$ cat src/rtl/loader_pkg.sv
// Shared definitions for the program loader: FSM state encoding and load-length cap.
package loader_pkg;

  typedef enum logic [2:0] {
    IDLE   = 3'd0,
    LEN_LO = 3'd1,
    LEN_HI = 3'd2,
    DATA   = 3'd3,
    FLUSH  = 3'd4,
    CHECK  = 3'd5,
    DONE   = 3'd6
  } state_t;

  function automatic int unsigned max_len_for(input int unsigned depth_words);
    return 4 * depth_words;
  endfunction

  localparam int unsigned MAX_LEN = max_len_for(512);

endpackage

$ cat src/rtl/word_packer.sv
// Assembles little-endian bytes into 32-bit words; pulses word_stb one cycle after a
// word completes, or combinationally while flush writes out the zero-padded partial word.
module word_packer (
  input  logic        clk,
  input  logic        reset,
  input  logic        clear,
  input  logic        push,
  input  logic [7:0]  byte_in,
  input  logic        flush,
  output logic [31:0] word,
  output logic        word_stb,
  output logic [1:0]  lane
);

  logic [1:0]  lane_q;
  logic [31:0] part_q;
  logic [31:0] full_q;
  logic        full_stb_q;

  always_ff @(posedge clk or negedge reset) begin
    if (!reset) begin
      lane_q     <= 2'd0;
      part_q     <= 32'd0;
      full_q     <= 32'd0;
      full_stb_q <= 1'b0;
    end else begin
      full_stb_q <= 1'b0;
      if (clear || flush) begin
        lane_q <= 2'd0;
        part_q <= 32'd0;
      end else if (push) begin
        // The partial register is cleared on completion so a later flush pads with zeros.
        if (lane_q == 2'd3) begin
          full_q     <= {byte_in, part_q[23:0]};
          full_stb_q <= 1'b1;
          part_q     <= 32'd0;
        end else begin
          part_q[8*lane_q +: 8] <= byte_in;
        end
        lane_q <= lane_q + 2'd1;
      end
    end
  end

  assign word     = flush ? part_q : full_q;
  assign word_stb = full_stb_q | flush;
  assign lane     = lane_q;

endmodule

$ cat src/rtl/program_loader.sv
// Loads a length-prefixed byte stream into program RAM as packed 32-bit words.
// Define LOADER_CHECKSUM_EN to require a trailing checksum byte after the payload.
module program_loader
  import loader_pkg::*;
#(
  parameter int ADDR_WIDTH  = 12,
  parameter int DEPTH_WORDS = 512
) (
  input  logic                  clk,
  input  logic                  reset,
  input  logic                  start,
  input  logic [7:0]            byte_in,
  input  logic                  byte_valid,
  output logic                  byte_ready,
  output logic [ADDR_WIDTH-1:0] mem_address,
  output logic [31:0]           mem_data_out,
  output logic                  mem_write_enable,
  output logic                  busy,
  output logic                  done,
  output logic                  error,
  output logic [2:0]            state_dbg
);

  localparam int          IDX_W   = ADDR_WIDTH - 2;
  localparam logic [15:0] LEN_CAP = 16'(max_len_for(DEPTH_WORDS));
`ifdef LOADER_CHECKSUM_EN
  localparam state_t AFTER_PAYLOAD = CHECK;
`else
  localparam state_t AFTER_PAYLOAD = DONE;
`endif

  state_t           state_q, state_d;
  logic [7:0]       len_lo_q;
  logic [15:0]      rem_q;
  logic [15:0]      len_full;
  logic [IDX_W-1:0] idx_q;
  logic             done_q, error_q, set_err;
  logic             pk_clear, pk_push, pk_flush, pk_stb;
  logic [31:0]      pk_word;
  logic [1:0]       pk_lane;
`ifdef LOADER_CHECKSUM_EN
  logic [7:0]       sum_q;
`endif

  assign len_full = {byte_in, len_lo_q};

  word_packer u_packer (
    .clk      (clk),
    .reset    (reset),
    .clear    (pk_clear),
    .push     (pk_push),
    .byte_in  (byte_in),
    .flush    (pk_flush),
    .word     (pk_word),
    .word_stb (pk_stb),
    .lane     (pk_lane)
  );

  // Handshake: a byte transfers on a clk edge where byte_valid && byte_ready; byte_ready
  // depends only on state, and byte_valid while byte_ready=0 has no effect.
  always_comb begin
    state_d    = state_q;
    byte_ready = 1'b0;
    pk_clear   = 1'b0;
    pk_push    = 1'b0;
    pk_flush   = 1'b0;
    set_err    = 1'b0;
    case (state_q)
      IDLE: begin
        if (start) begin
          state_d  = LEN_LO;
          pk_clear = 1'b1;
        end
      end
      LEN_LO: begin
        byte_ready = 1'b1;
        if (byte_valid) state_d = LEN_HI;
      end
      LEN_HI: begin
        byte_ready = 1'b1;
        if (byte_valid) begin
          if (len_full == 16'd0) begin
            state_d = AFTER_PAYLOAD;
          end else if (len_full > LEN_CAP) begin
            state_d = DONE;
            set_err = 1'b1;
          end else begin
            state_d = DATA;
          end
        end
      end
      DATA: begin
        byte_ready = 1'b1;
        if (byte_valid) begin
          pk_push = 1'b1;
          // Lane 3 means this byte completes a word, so nothing is left to flush.
          if (rem_q == 16'd1) state_d = (pk_lane != 2'd3) ? FLUSH : AFTER_PAYLOAD;
        end
      end
      FLUSH: begin
        pk_flush = 1'b1;
        state_d  = AFTER_PAYLOAD;
      end
`ifdef LOADER_CHECKSUM_EN
      CHECK: begin
        byte_ready = 1'b1;
        if (byte_valid) begin
          state_d = DONE;
          if (8'(sum_q + byte_in) != 8'd0) set_err = 1'b1;
        end
      end
`endif
      DONE:    state_d = IDLE;
      default: state_d = IDLE;
    endcase
  end

  always_ff @(posedge clk or negedge reset) begin
    if (!reset) begin
      state_q  <= IDLE;
      len_lo_q <= 8'd0;
      rem_q    <= 16'd0;
      idx_q    <= '0;
      done_q   <= 1'b0;
      error_q  <= 1'b0;
`ifdef LOADER_CHECKSUM_EN
      sum_q    <= 8'd0;
`endif
    end else begin
      state_q <= state_d;
      if (state_q == LEN_LO && byte_valid) len_lo_q <= byte_in;
      if (state_q == LEN_HI && byte_valid) rem_q <= len_full;
      if (pk_push) begin
        rem_q <= rem_q - 16'd1;
`ifdef LOADER_CHECKSUM_EN
        sum_q <= sum_q + byte_in;
`endif
      end
      if (pk_stb) idx_q <= idx_q + 1'b1;
      if (state_q == IDLE && start) begin
        done_q  <= 1'b0;
        error_q <= 1'b0;
        idx_q   <= '0;
`ifdef LOADER_CHECKSUM_EN
        sum_q   <= 8'd0;
`endif
      end
      if (state_d == DONE && state_q != DONE) done_q <= 1'b1;
      if (set_err) error_q <= 1'b1;
    end
  end

  assign mem_address      = {idx_q, 2'b00};
  assign mem_data_out     = pk_word;
  assign mem_write_enable = pk_stb;
  assign busy             = (state_q != IDLE) && (state_q != DONE);
  assign done             = done_q;
  assign error            = error_q;
  assign state_dbg        = state_q;

endmodule

$ cat config.mk
export PLATFORM = sky130hd
export DESIGN_NAME = program_loader
export DESIGN_NICKNAME = d
export VERILOG_FILES = /design/src/rtl/loader_pkg.sv /design/src/rtl/word_packer.sv /design/src/rtl/program_loader.sv
export SDC_FILE = /design/constraint.sdc
export NUM_CORES = 1
export LEC_CHECK = 0
export CAP_MARGIN = 20
export CELL_PAD_IN_SITES_DETAIL_PLACEMENT = 0
export CELL_PAD_IN_SITES_GLOBAL_PLACEMENT = 1
export CORE_ASPECT_RATIO = 2
export CORE_MARGIN = 2
export CORE_UTILIZATION = 48
export CTS_CLUSTER_DIAMETER = 100
export CTS_CLUSTER_SIZE = 40
export DETAILED_ROUTE_END_ITERATION = 10
export GPL_ROUTABILITY_DRIVEN = 1
export GPL_TIMING_DRIVEN = 0
export HOLD_SLACK_MARGIN = 0.05
export PLACE_DENSITY_LB_ADDON = 0.1
export SLEW_MARGIN = 20
export SYNTH_ARGS = -nofsm -noshare
export SYNTH_HDL_FRONTEND = slang
export SYNTH_SLANG_ARGS = --single-unit
$ cat constraint.sdc
create_clock -name clk -period 5.3 [get_ports clk]
set_clock_uncertainty 0.1 [all_clocks]
set_input_delay 1.325 -clock clk [delete_from_list [all_inputs] [get_ports clk]]
set_output_delay 1.325 -clock clk [all_outputs]
set_load 0.05 [all_outputs]
==> reports/metrics.csv, run 1 <==
stage,metric,value,unit
yosys,Cells after Synth,444,
yosys,Post-synth EDFFs,0,
drt,TritonRoute pass-1 iters,5,
yosys,syn_area_per_cell,11.6,sq um
die,DIE HEIGHT,150,um
clock_network,CTS tree,yes,
die,DIE WIDTH,77.1,um
worst_setup_path,Startpoint Class,register,
worst_setup_path,worst setup path category,reg -> out,
clock_network,"Reg clk slew, reported paths",0.07,ns
yosys,"Async S/R FF share, synth",1.00,
timing,RSZ-0062 raised after global routing,false,
placed_design,Post-DP Area,0.00587,sq mm
drt,routed length per instance,19.6,um
timing,Fmax,0.221,GHz
yosys,post-synthesis xor/xnor area fraction,0.0102,
die,core area,0.0105,sq mm
clock_network,worst-skew pair later-pin latency,0.34,ns
yosys,share of the synthesized area in the top cell type,0.517,
power,maximum vdd drop,0.000257,V
clock_network,hold-fix buffer count after cts,0,
power,leak pwr,2.74,nW
yosys,Simple-Gate Fraction of Synth Area,0.127,
worst_setup_path,CP Cell Sequence,"buf_4, nor3b_4, clkbuf_1, mux2_2, clkdlybuf4s50_1",
final_layout,fraction of layout cells with a size suffix above 1,0.216,
yosys,Synth Area in Compound Gates,0.130,
hold_path,Tightest Hold Check Type,reg -> reg,
placed_design,buffers added on ports,53,
final_layout,fin nets,530,
worst_setup_path,CP max stage delay,0.70,ns
worst_setup_path,WP data required,3.88,ns
timing,final setup violating endpoints,0,
timing,final period utilization,0.854,
flow_run,MaxCap Viol Count,0,
timing,setup ws final,0.775,ns
drt,via count,3780,
timing,Final min period,4.53,ns
yosys,mux contribution to synthesized area,0.162,
clock_network,CTS Buf Count,9,
final_layout,ant diodes,0,
clock_network,clock root cell,clkbuf_16,
global_routing,initial antenna violation count,0,
global_routing,global route overflow,0,
drt,DR iter-0 viols,235,
yosys,Synth area leader,dfrtp_1,
yosys,most frequent cell after synthesis,dfrtp_1,
placed_design,dpl ws,1.09,ns
drt,DR vias/cell,5.81,
power,pwr dens,498,mW/mm^2
timing,Slew HR,0.256,
placed_design,RD Place Congestion,0.857,
timing,Slew @ Worst Pin,1.11,ns
yosys,"Distinct cells, synth",58,
timing,setup_tns,0,ns
clock_network,Resize count post-CTS,0,
placed_design,HPWL Detailed,9330,um
drt,final WL,12800,um
timing,Final Hold Fails,0,
yosys,Post-synth top cells,"dfrtp_1, mux2_2, nand2_1",
yosys,sequential share of the synthesized area,0.517,
yosys,register bit count reported by yosys,106,
drt,DRC viols,0,
worst_setup_path,crit path max-delay cell type,clkdlybuf4s50_1,
outcome,status,"complete, no violations",
yosys,adder-cell share of the synthesized area,0.0195,
die,IO Pins,64,
clock_network,clk buf depth,2,
clock_network,setup bufs post-CTS,0,
final_layout,"Design Area, Final",0.00616,sq mm
die,Cell Rows,53,
yosys,YS warnings,0,
global_routing,pin count of the biggest net entering global routing,82,
yosys,cell area after synthesis,0.00513,sq mm
final_layout,area growth from synthesis to layout,20.0,%
die,initial core utilization,0.490,
global_routing,number of global-route vias before repair,3959,
die,Die ar.,0.0116,sq mm
yosys,Area contributors post-synth,"dfrtp_1, mux2_2, a22o_1",
timing,Pins Over Slew Limit,0,
clock_network,H-Tree Depth,3,
worst_setup_path,worst-path maximum fanout,10,
yosys,largest family of logic cells by synthesized area,multiplexers,
yosys,main flop type after synthesis,dfrtp_1,
worst_setup_path,Worst Path Arrival,3.10,ns
global_routing,first-pass GRT wire length,20500,um
drt,remaining antenna violation count after routing,0,
worst_setup_path,crit end category,output pin,
global_routing,total track usage,0.230,
clock_network,CTS Sinks,106,
logic make-up after synthesis:
logic type | count (synthesis)
adder cells (fa/ha/maj) | 8
AND/OR/NAND/NOR | 118
buffers and inverters | 39
XOR/XNOR | 6
flip-flops | 106
other | 1
multiplexers | 74
AO/OA/AOI/OAI | 92
flip-flops by register name (all words and copies together), names as in the netlist:
signal / flops
rem_q: 16
u_packer.part_q: 32
error: 1
idx_q: 10
u_packer.full_q: 32
u_packer.lane: 2
u_packer.full_stb_q: 1
done: 1
len_lo_q: 8
state_dbg: 3
metal layers:
| metal | part of all wire | wire length (um) | vias up | global-route usage |
|---|---|---|---|---|
| met4 | 0.044 | 562 | 0 | 0.121 |
| li1 | - | - | 1749 | - |
| met2 | 0.55 | 6990 | 98 | 0.425 |
| met3 | 0.032 | 407 | 33 | 0.0324 |
| met1 | 0.38 | 4800 | 1900 | 0.253 |
| met5 | 0 | 0 | - | 0 |
report_power, final:
group          switching [mW]  internal, mW  leakage (nW)
sequential              0.176          1.00          1.41
clock                   0.294         0.364         0.134
combinational           0.772         0.461          1.19
total                    1.24          1.83          2.74
critical path: cells and delay by family, from the launching register on:
kind,cells,cell delay [ns]
AND/OR/NAND/NOR,1,0.44
multiplexers,1,0.43
flip-flops,1,0.39
buffers and inverters,3,1.49
through the flow:
stage | total power, mW | util | cells | hold WS (ns)
after floorplan | 2.04 | - | 445 | 0.351
after global placement | 2.39 | 0.557 | 635 | 0.364
after detailed placement | 2.43 | 0.560 | 636 | 0.384
after CTS | 3.09 | 0.588 | 651 | 0.398
after global routing | 3.24 | 0.588 | 651 | 0.414
final | 3.07 | 0.588 | 651 | 0.402
cell usage in the layout (no fill, tap or decap), types with 3 or more instances in the layout:
cell	n
dfrtp_1	106
mux2_2	72
clkdlybuf4s50_1	52
nand2_1	43
a22o_1	25
nor2_1	21
o21ai_0	20
clkbuf_1	15
a21oi_1	13
inv_1	11
clkbuf_16	9
nor3_1	8
nand3_1	8
ha_1	8
nor4_1	7
buf_4	6
or3_1	6
buf_2	5
nand4_1	4
o21ai_1	4
o311ai_0	4
xnor2_1	3
nand2b_1	3
o22ai_1	3
o211ai_1	3
xor2_1	3
clkinvlp_4	3
layout make-up:
class | instances | area [sq um]
inverter | 11 | 41.3
tap | 137 | 171
timing repair buffer | 54 | 559
sequential | 106 | 2650
fill | 949 | 4320
buffer | 28 | 134
multi-input combinational | 300 | 2310
clock inverter | 6 | 66.3
clock buffer | 9 | 225
path summary, 6_finish.rpt:
path / start / to / slack, ns / cells past startpoint
max: state_dbg[0] / mem_data_out[23] / 0.77 / 5
min: u_packer.part_q[2] / u_packer.part_q[2] / 0.40 / 2
max reg2reg: state_dbg[0] / rem_q[11] / 2.81 / 8
min in group asynchronous: reset / u_packer.full_q[3] / 0.74 / 1
min reg2reg: u_packer.part_q[2] / u_packer.part_q[2] / 0.40 / 2
max in group asynchronous: reset / idx_q[9] / 3.68 / 2
No activity file was read; power rests on OpenSTA's default activity.
==> run 2, diff against run 1 <==
- PLACE_DENSITY: not set -> 0.84
- PLACE_DENSITY_LB_ADDON: 0.1 -> not set
==> reports/metrics.csv, run 2 (synthesis results as in run 1) <==
stage,metric,value,unit,change
global_routing,pin count of the biggest net entering global routing,81,,-1.2%
die,Cell Rows,53,,unchanged
drt,DRC viols,0,,unchanged
drt,routed length per instance,19.8,um,+0.73%
final_layout,most frequent cells in the layout,"dfrtp_1, mux2_2, clkdlybuf4s50_1, nand2_1, a22o_1",,
clock_network,hold-fix buffer count after cts,0,,unchanged
clock_network,CTS Buf Count,9,,unchanged
final_layout,"commonest non-fill, non-tap cell in the layout",dfrtp_1,,
power,pwr dens,501,mW/mm^2,+0.62%
timing,Final Hold Fails,0,,unchanged
die,DIE WIDTH,77.1,um,unchanged
worst_setup_path,Startpoint Class,register,,
final_layout,fin nets,530,,unchanged
drt,DR vias/cell,5.85,,+0.72%
die,IO Pins,64,,unchanged
timing,final setup violating endpoints,0,,unchanged
placed_design,placed insts,636,,unchanged
global_routing,total track usage,0.226,,-0.00410
die,initial core utilization,0.490,,unchanged
power,Clock Power Share,0.218,,+0.003
power,maximum vdd drop,0.000364,V,+42%
timing,Slew @ Worst Pin,1.05,ns,-0.0548 ns
die,DIE HEIGHT,150,um,unchanged
clock_network,CTS Sinks,106,,unchanged
clock_network,Resize count post-CTS,0,,unchanged
power,Switching Share,0.407,,+0.00181
final_layout,biggest regs,"u_packer.full_q: 32 flops, u_packer.part_q: 32 flops, rem_q: 16 flops",,
power,P_sw,1.26,mW,+1.1%
hold_path,Hold Crit Start,u_packer.full_q[25],,
final_layout,Finished Layout Cells,652,,+0.15%
final_layout,Multi-input gate area,0.00231,sq mm,unchanged
timing,Pins Over Slew Limit,0,,unchanged
clock_network,clk buf depth,2,,unchanged
timing,Fmax,0.220,GHz,-0.46%
worst_setup_path,crit end category,output pin,,
worst_setup_path,Worst Path Arrival,3.12,ns,+0.02 ns
clock_network,clock root cell,clkbuf_16,,
placed_design,Post-DP Area,0.00587,sq mm,unchanged
final_layout,fraction of layout cells with a size suffix above 1,0.214,,-0.00236
worst_setup_path,worst setup path category,reg -> out,,
timing,setup_tns,0,ns,unchanged
die,core area,0.0105,sq mm,unchanged
placed_design,buffers added on ports,53,,unchanged
hold_path,Tightest Hold Check Type,reg -> reg,,
clock_network,H-Tree Depth,3,,unchanged
final_layout,area growth from synthesis to layout,20.0,%,about the same
placed_design,HPWL Detailed,9140,um,-2.0%
global_routing,number of global-route vias before repair,3992,,+0.83%
worst_setup_path,Crit Reg-Reg Startpoint,rem_q[6],,
global_routing,global route overflow,0,,unchanged
worst_setup_path,WP data required,3.88,ns,about the same
clock_network,CTS tree,yes,,
timing,Final min period,4.55,ns,+0.0210 ns
timing,RSZ-0062 raised after global routing,false,,
global_routing,first-pass GRT wire length,20300,um,-1.3%
final_layout,"Design Area, Final",0.00616,sq mm,about the same
flow_run,MaxCap Viol Count,0,,unchanged
power,Gate power share,0.400,,-0.002
final_layout,# fillers,951,,+0.21%
final_layout,FF+latch area,0.00265,sq mm,unchanged
timing,Slew HR,0.293,,+0.0368
global_routing,initial antenna violation count,0,,unchanged
drt,final WL,12900,um,+0.89%
power,Power Total,3.09,mW,+0.66%
drt,DR iter-0 viols,299,,+27%
die,Die ar.,0.0116,sq mm,unchanged
drt,via count,3813,,+0.87%
power,Flop pwr share,0.381,,-0.002
clock_network,worst-skew pair later-pin latency,0.35,ns,about the same
timing,final period utilization,0.858,,+0.00397
worst_setup_path,worst-path maximum fanout,10,,unchanged
drt,TritonRoute pass-1 iters,5,,unchanged
outcome,status,"complete, no violations",,
clock_network,"Reg clk slew, reported paths",0.07,ns,about the same
clock_network,setup bufs post-CTS,0,,unchanged
power,Pint,1.83,mW,+0.36%
worst_setup_path,crit path from,state_dbg[0],,
drt,remaining antenna violation count after routing,0,,unchanged
power,leak pwr,2.75,nW,+0.39%
final_layout,ant diodes,0,,unchanged
placed_design,RD Place Congestion,0.898,,+4.8%
## run 2: cell count changes in the layout (fill, tap and decap cells not counted), sizes merged
cell	previous run	this run
clkinv	1	2
inv	12	13
clkinvlp	3	0
clkbuf	24	26
## run 2: power by group through the flow
stage	combinational, mW	sequential, mW	clock (mW)
after floorplan	0.811	1.23	0
after global placement	1.21	1.18	0
after detailed placement	1.23	1.19	0
after CTS	1.24	1.17	0.688
after global routing	1.32	1.20	0.722
final	1.24	1.18	0.674
## run 2: cell type report
cell class                      instances  share of cell area
Sequential cell                       106               0.430
Multi-Input combinational cell        300               0.375
Timing Repair Buffer                   54              0.0908
Clock buffer                           11              0.0378
Tap cell                              137              0.0278
Buffer                                 28              0.0217
Clock inverter                          5             0.00995
Inverter                               11             0.00670
## run 2: final timing paths
path	to	slack, ns	cells past startpoint
worst max register to register	state_dbg[1]	2.84	5
max in group asynchronous	u_packer.full_q[12]	3.68	2
worst max-delay path	mem_data_out[23]	0.75	5
worst min-delay path	u_packer.full_q[25]	0.40	1
worst min register to register	u_packer.full_q[25]	0.40	1
min in group asynchronous	rem_q[14]	0.74	1
## run 2: routing by layer
| metal | vias up | GRT usage | share of wire |
|---|---|---|---|
| met4 | 0 | 0.108 | 0.030 |
| met1 | 1926 | 0.250 | 0.38 |
| li1 | 1753 | - | - |
| met3 | 31 | 0.0288 | 0.033 |
| met5 | - | 0 | 0 |
| met2 | 103 | 0.423 | 0.56 |
## run 2: through the flow
step / hold WS, ns / setup WS [ns] / utilization
2_1_floorplan: 0.351 / 1.90 / -
3_3_place_gp: 0.362 / -1.16 / 0.557
3_5_place_dp: 0.388 / 1.09 / 0.560
4_1_cts: 0.404 / 0.712 / 0.588
5_1_grt: 0.424 / 0.663 / 0.588
6_report: 0.401 / 0.754 / 0.588
## run 2: worst max-delay path: stages, from the launching register on
cell and delay, ns:
dfrtp_1 0.38, buf_4 0.18, nor3b_4 0.44, clkbuf_1 0.62, mux2_2 0.44, clkdlybuf4s50_1 0.70
==> run 3, diff against run 2 <==
- CAP_MARGIN: 20 -> not set
- CORE_UTILIZATION: 48 -> 40
- PLACE_DENSITY: 0.84 -> 0.75
- clock period: 5.3 -> 3.7 ns (I/O delays scaled with it)
==> reports/metrics.csv, run 3 (synthesis results as in run 1) <==
stage,metric,value,unit,change
global_routing,global route overflow,0,,unchanged
worst_setup_path,worst setup path category,reg -> out,,
worst_setup_path,Worst Path Arrival,2.60,ns,-0.52 ns
worst_setup_path,worst path bufs/invs,4,,+1
final_layout,most frequent cells in the layout,"dfrtp_1, mux2_2, nand2_1, dlymetal6s2s_1",,
placed_design,buffers added on ports,53,,unchanged
final_layout,fin nets,533,,+0.57%
timing,Fmax,0.276,GHz,
worst_setup_path,CP Cell Sequence,"buf_4, nor3b_4, buf_4, clkbuf_4, mux2_2, clkdlybuf4s50_1",,
outcome,status,"complete, no violations",,
drt,DRC viols,0,,unchanged
global_routing,pin count of the biggest net entering global routing,61,,-25%
clock_network,CTS Sinks,106,,unchanged
worst_setup_path,Startpoint Class,register,,
timing,Pins Over Slew Limit,0,,unchanged
clock_network,"Reg clk slew, reported paths",0.07,ns,about the same
worst_setup_path,crit path max-delay cell type,clkdlybuf4s50_1,,
timing,setup_tns,0,ns,unchanged
clock_network,clk buf depth,2,,unchanged
hold_path,Tightest Hold Check Type,in -> async,,
worst_setup_path,"most used cell, CP",buf_4,,
drt,remaining antenna violation count after routing,0,,unchanged
worst_setup_path,Crit Reg-Reg Startpoint,state_dbg[2],,
worst_setup_path,WP data required,2.67,ns,-1.21 ns
clock_network,hold-fix buffer count after cts,0,,unchanged
placed_design,placed insts,649,,+2.0%
final_layout,area growth from synthesis to layout,23.1,%,
worst_setup_path,reg2reg path depth,7,,+2
placed_design,RD Place Congestion,0.866,,-3.6%
clock_network,CTS Buf Count,9,,unchanged
worst_setup_path,CP Depth,6,,+1
worst_setup_path,CP max stage delay,0.70,ns,about the same
drt,via count,3823,,+0.26%
drt,final WL,13000,um,+1.0%
worst_setup_path,cell family with most CP delay,buffers and inverters,,
final_layout,"commonest non-fill, non-tap cell in the layout",dfrtp_1,,
global_routing,initial antenna violation count,0,,unchanged
timing,Slew HR,0.270,,-0.0232
clock_network,clock root cell,clkbuf_16,,
worst_setup_path,worst-path maximum fanout,10,,unchanged
worst_setup_path,RR Endpoint,rem_q[9],,
global_routing,total track usage,0.191,,-0.0351
clock_network,worst-skew pair later-pin latency,0.35,ns,about the same
worst_setup_path,r2r setup slk,1.23,ns,-1.61 ns
drt,TritonRoute pass-1 iters,4,,-1
power,pwr dens,717,mW/mm^2,+43%
global_routing,number of global-route vias before repair,4017,,+0.63%
timing,final period utilization,0.979,,
timing,Slew @ Worst Pin,1.09,ns,+0.0345 ns
die,DIE WIDTH,84.1,um,+9.1%
power,maximum vdd drop,0.000359,V,-1.3%
drt,DR vias/cell,5.72,,-2.1%
final_layout,utilization after layout,0.503,,-0.0847
worst_setup_path,crit end category,output pin,,
timing,RSZ-0062 raised after global routing,false,,
clock_network,H-Tree Depth,3,,unchanged
drt,DR iter-0 viols,241,,-19%
timing,Final min period,3.62,ns,
timing,final setup violating endpoints,0,,unchanged
drt,routed length per instance,19.5,um,-1.4%
final_layout,fraction of layout cells with a size suffix above 1,0.230,,+0.0161
final_layout,ant diodes,0,,unchanged
die,IO Pins,64,,unchanged
die,Die ar.,0.0138,sq mm,+19%
die,core area,0.0126,sq mm,+20%
power,leak pwr,3.27,nW,+19%
final_layout,biggest regs,"u_packer.full_q: 32 flops, u_packer.part_q: 32 flops, rem_q: 16 flops",,
flow_run,MaxCap Viol Count,0,,unchanged
die,Cell Rows,58,,+9.4%
clock_network,CTS tree,yes,,
die,initial core utilization,0.409,,-0.0811
die,DIE HEIGHT,164,um,+9.3%
placed_design,HPWL Detailed,9390,um,+2.6%
timing,Final Hold Fails,0,,unchanged
power,Power Total,4.53,mW,+47%
final_layout,Finished Layout Cells,668,,+2.5%
global_routing,first-pass GRT wire length,20500,um,+1.1%
==> run 3: cell count changes in the layout (fill, tap and decap cells not counted), moves of 2 or more <==
cell,before,now
clkdlybuf4s50_1,52,25
buf_4,6,9
clkbuf_1,17,12
clkbuf_2,0,2
clkinvlp_4,0,2
dlymetal6s2s_1,0,26
==> run 3: worst max path at each step <==
stage	startpoint	slack, ns	to
2_1_floorplan	state_dbg[0]	0.70	mem_data_out[10]
3_3_place_gp	reset	-2.39	u_packer.full_q[25]
3_5_place_dp	state_dbg[0]	-0.14	mem_data_out[23]
4_1_cts	state_dbg[1]	0.003	mem_data_out[17]
5_1_grt	state_dbg[1]	0.001	mem_data_out[29]
6_report	state_dbg[1]	0.08	mem_data_out[25]
==> run 3: cell type report <==
| type | instances | area [sq um] |
|---|---|---|
| plain buffers | 28 | 140 |
| clock buffers | 9 | 225 |
| clock inverters | 7 | 111 |
| fillers | 1166 | 6230 |
| inverters | 11 | 41.3 |
| multi-input cells | 300 | 2320 |
| flip-flops and latches | 106 | 2650 |
| well taps | 150 | 188 |
| repair buffers | 57 | 646 |
==> run 3: metrics by stage <==
step	hold WS [ns]	instance area [sq um]	setup slack, ns
3_5_place_dp	0.390	5890	-0.135
2_1_floorplan	0.351	5140	0.699
4_1_cts	0.408	6250	0.00264
3_3_place_gp	0.365	5860	-2.39
6_report	0.405	6320	0.0771
5_1_grt	0.416	6320	0.00100
==> run 3: layer usage <==
layer,global-route usage,share of wire
met1,0.208,0.39
met2,0.353,0.55
met3,0.0281,0.022
met4,0.0990,0.034
met5,0,0
==> run 3: repair_timing <==
| item | CTS | global route |
|---|---|---|
| gates resized for setup | 5 | 26 |
| setup buffers | 3 | 0 |
| pin swaps | 1 | 0 |
| setup endpoints to repair | 29 | 26 |
| gates cloned | 0 | 0 |
==> run 3: worst register-to-register path, stage by stage, from the launching register on <==
cell and delay, ns:
dfrtp_1 0.44, clkbuf_1 0.24, nand2b_1 0.23, nor2_1 0.47
nand2_1 0.24, clkbuf_1 0.29, o211ai_1 0.16, o311ai_0 0.16
==> run 3: power breakdown <==
part / total [mW] / internal, mW / switching [mW]
Combinational: 1.78 / 0.669 / 1.11
Sequential: 1.68 / 1.43 / 0.250
Clock: 1.07 / 0.606 / 0.461
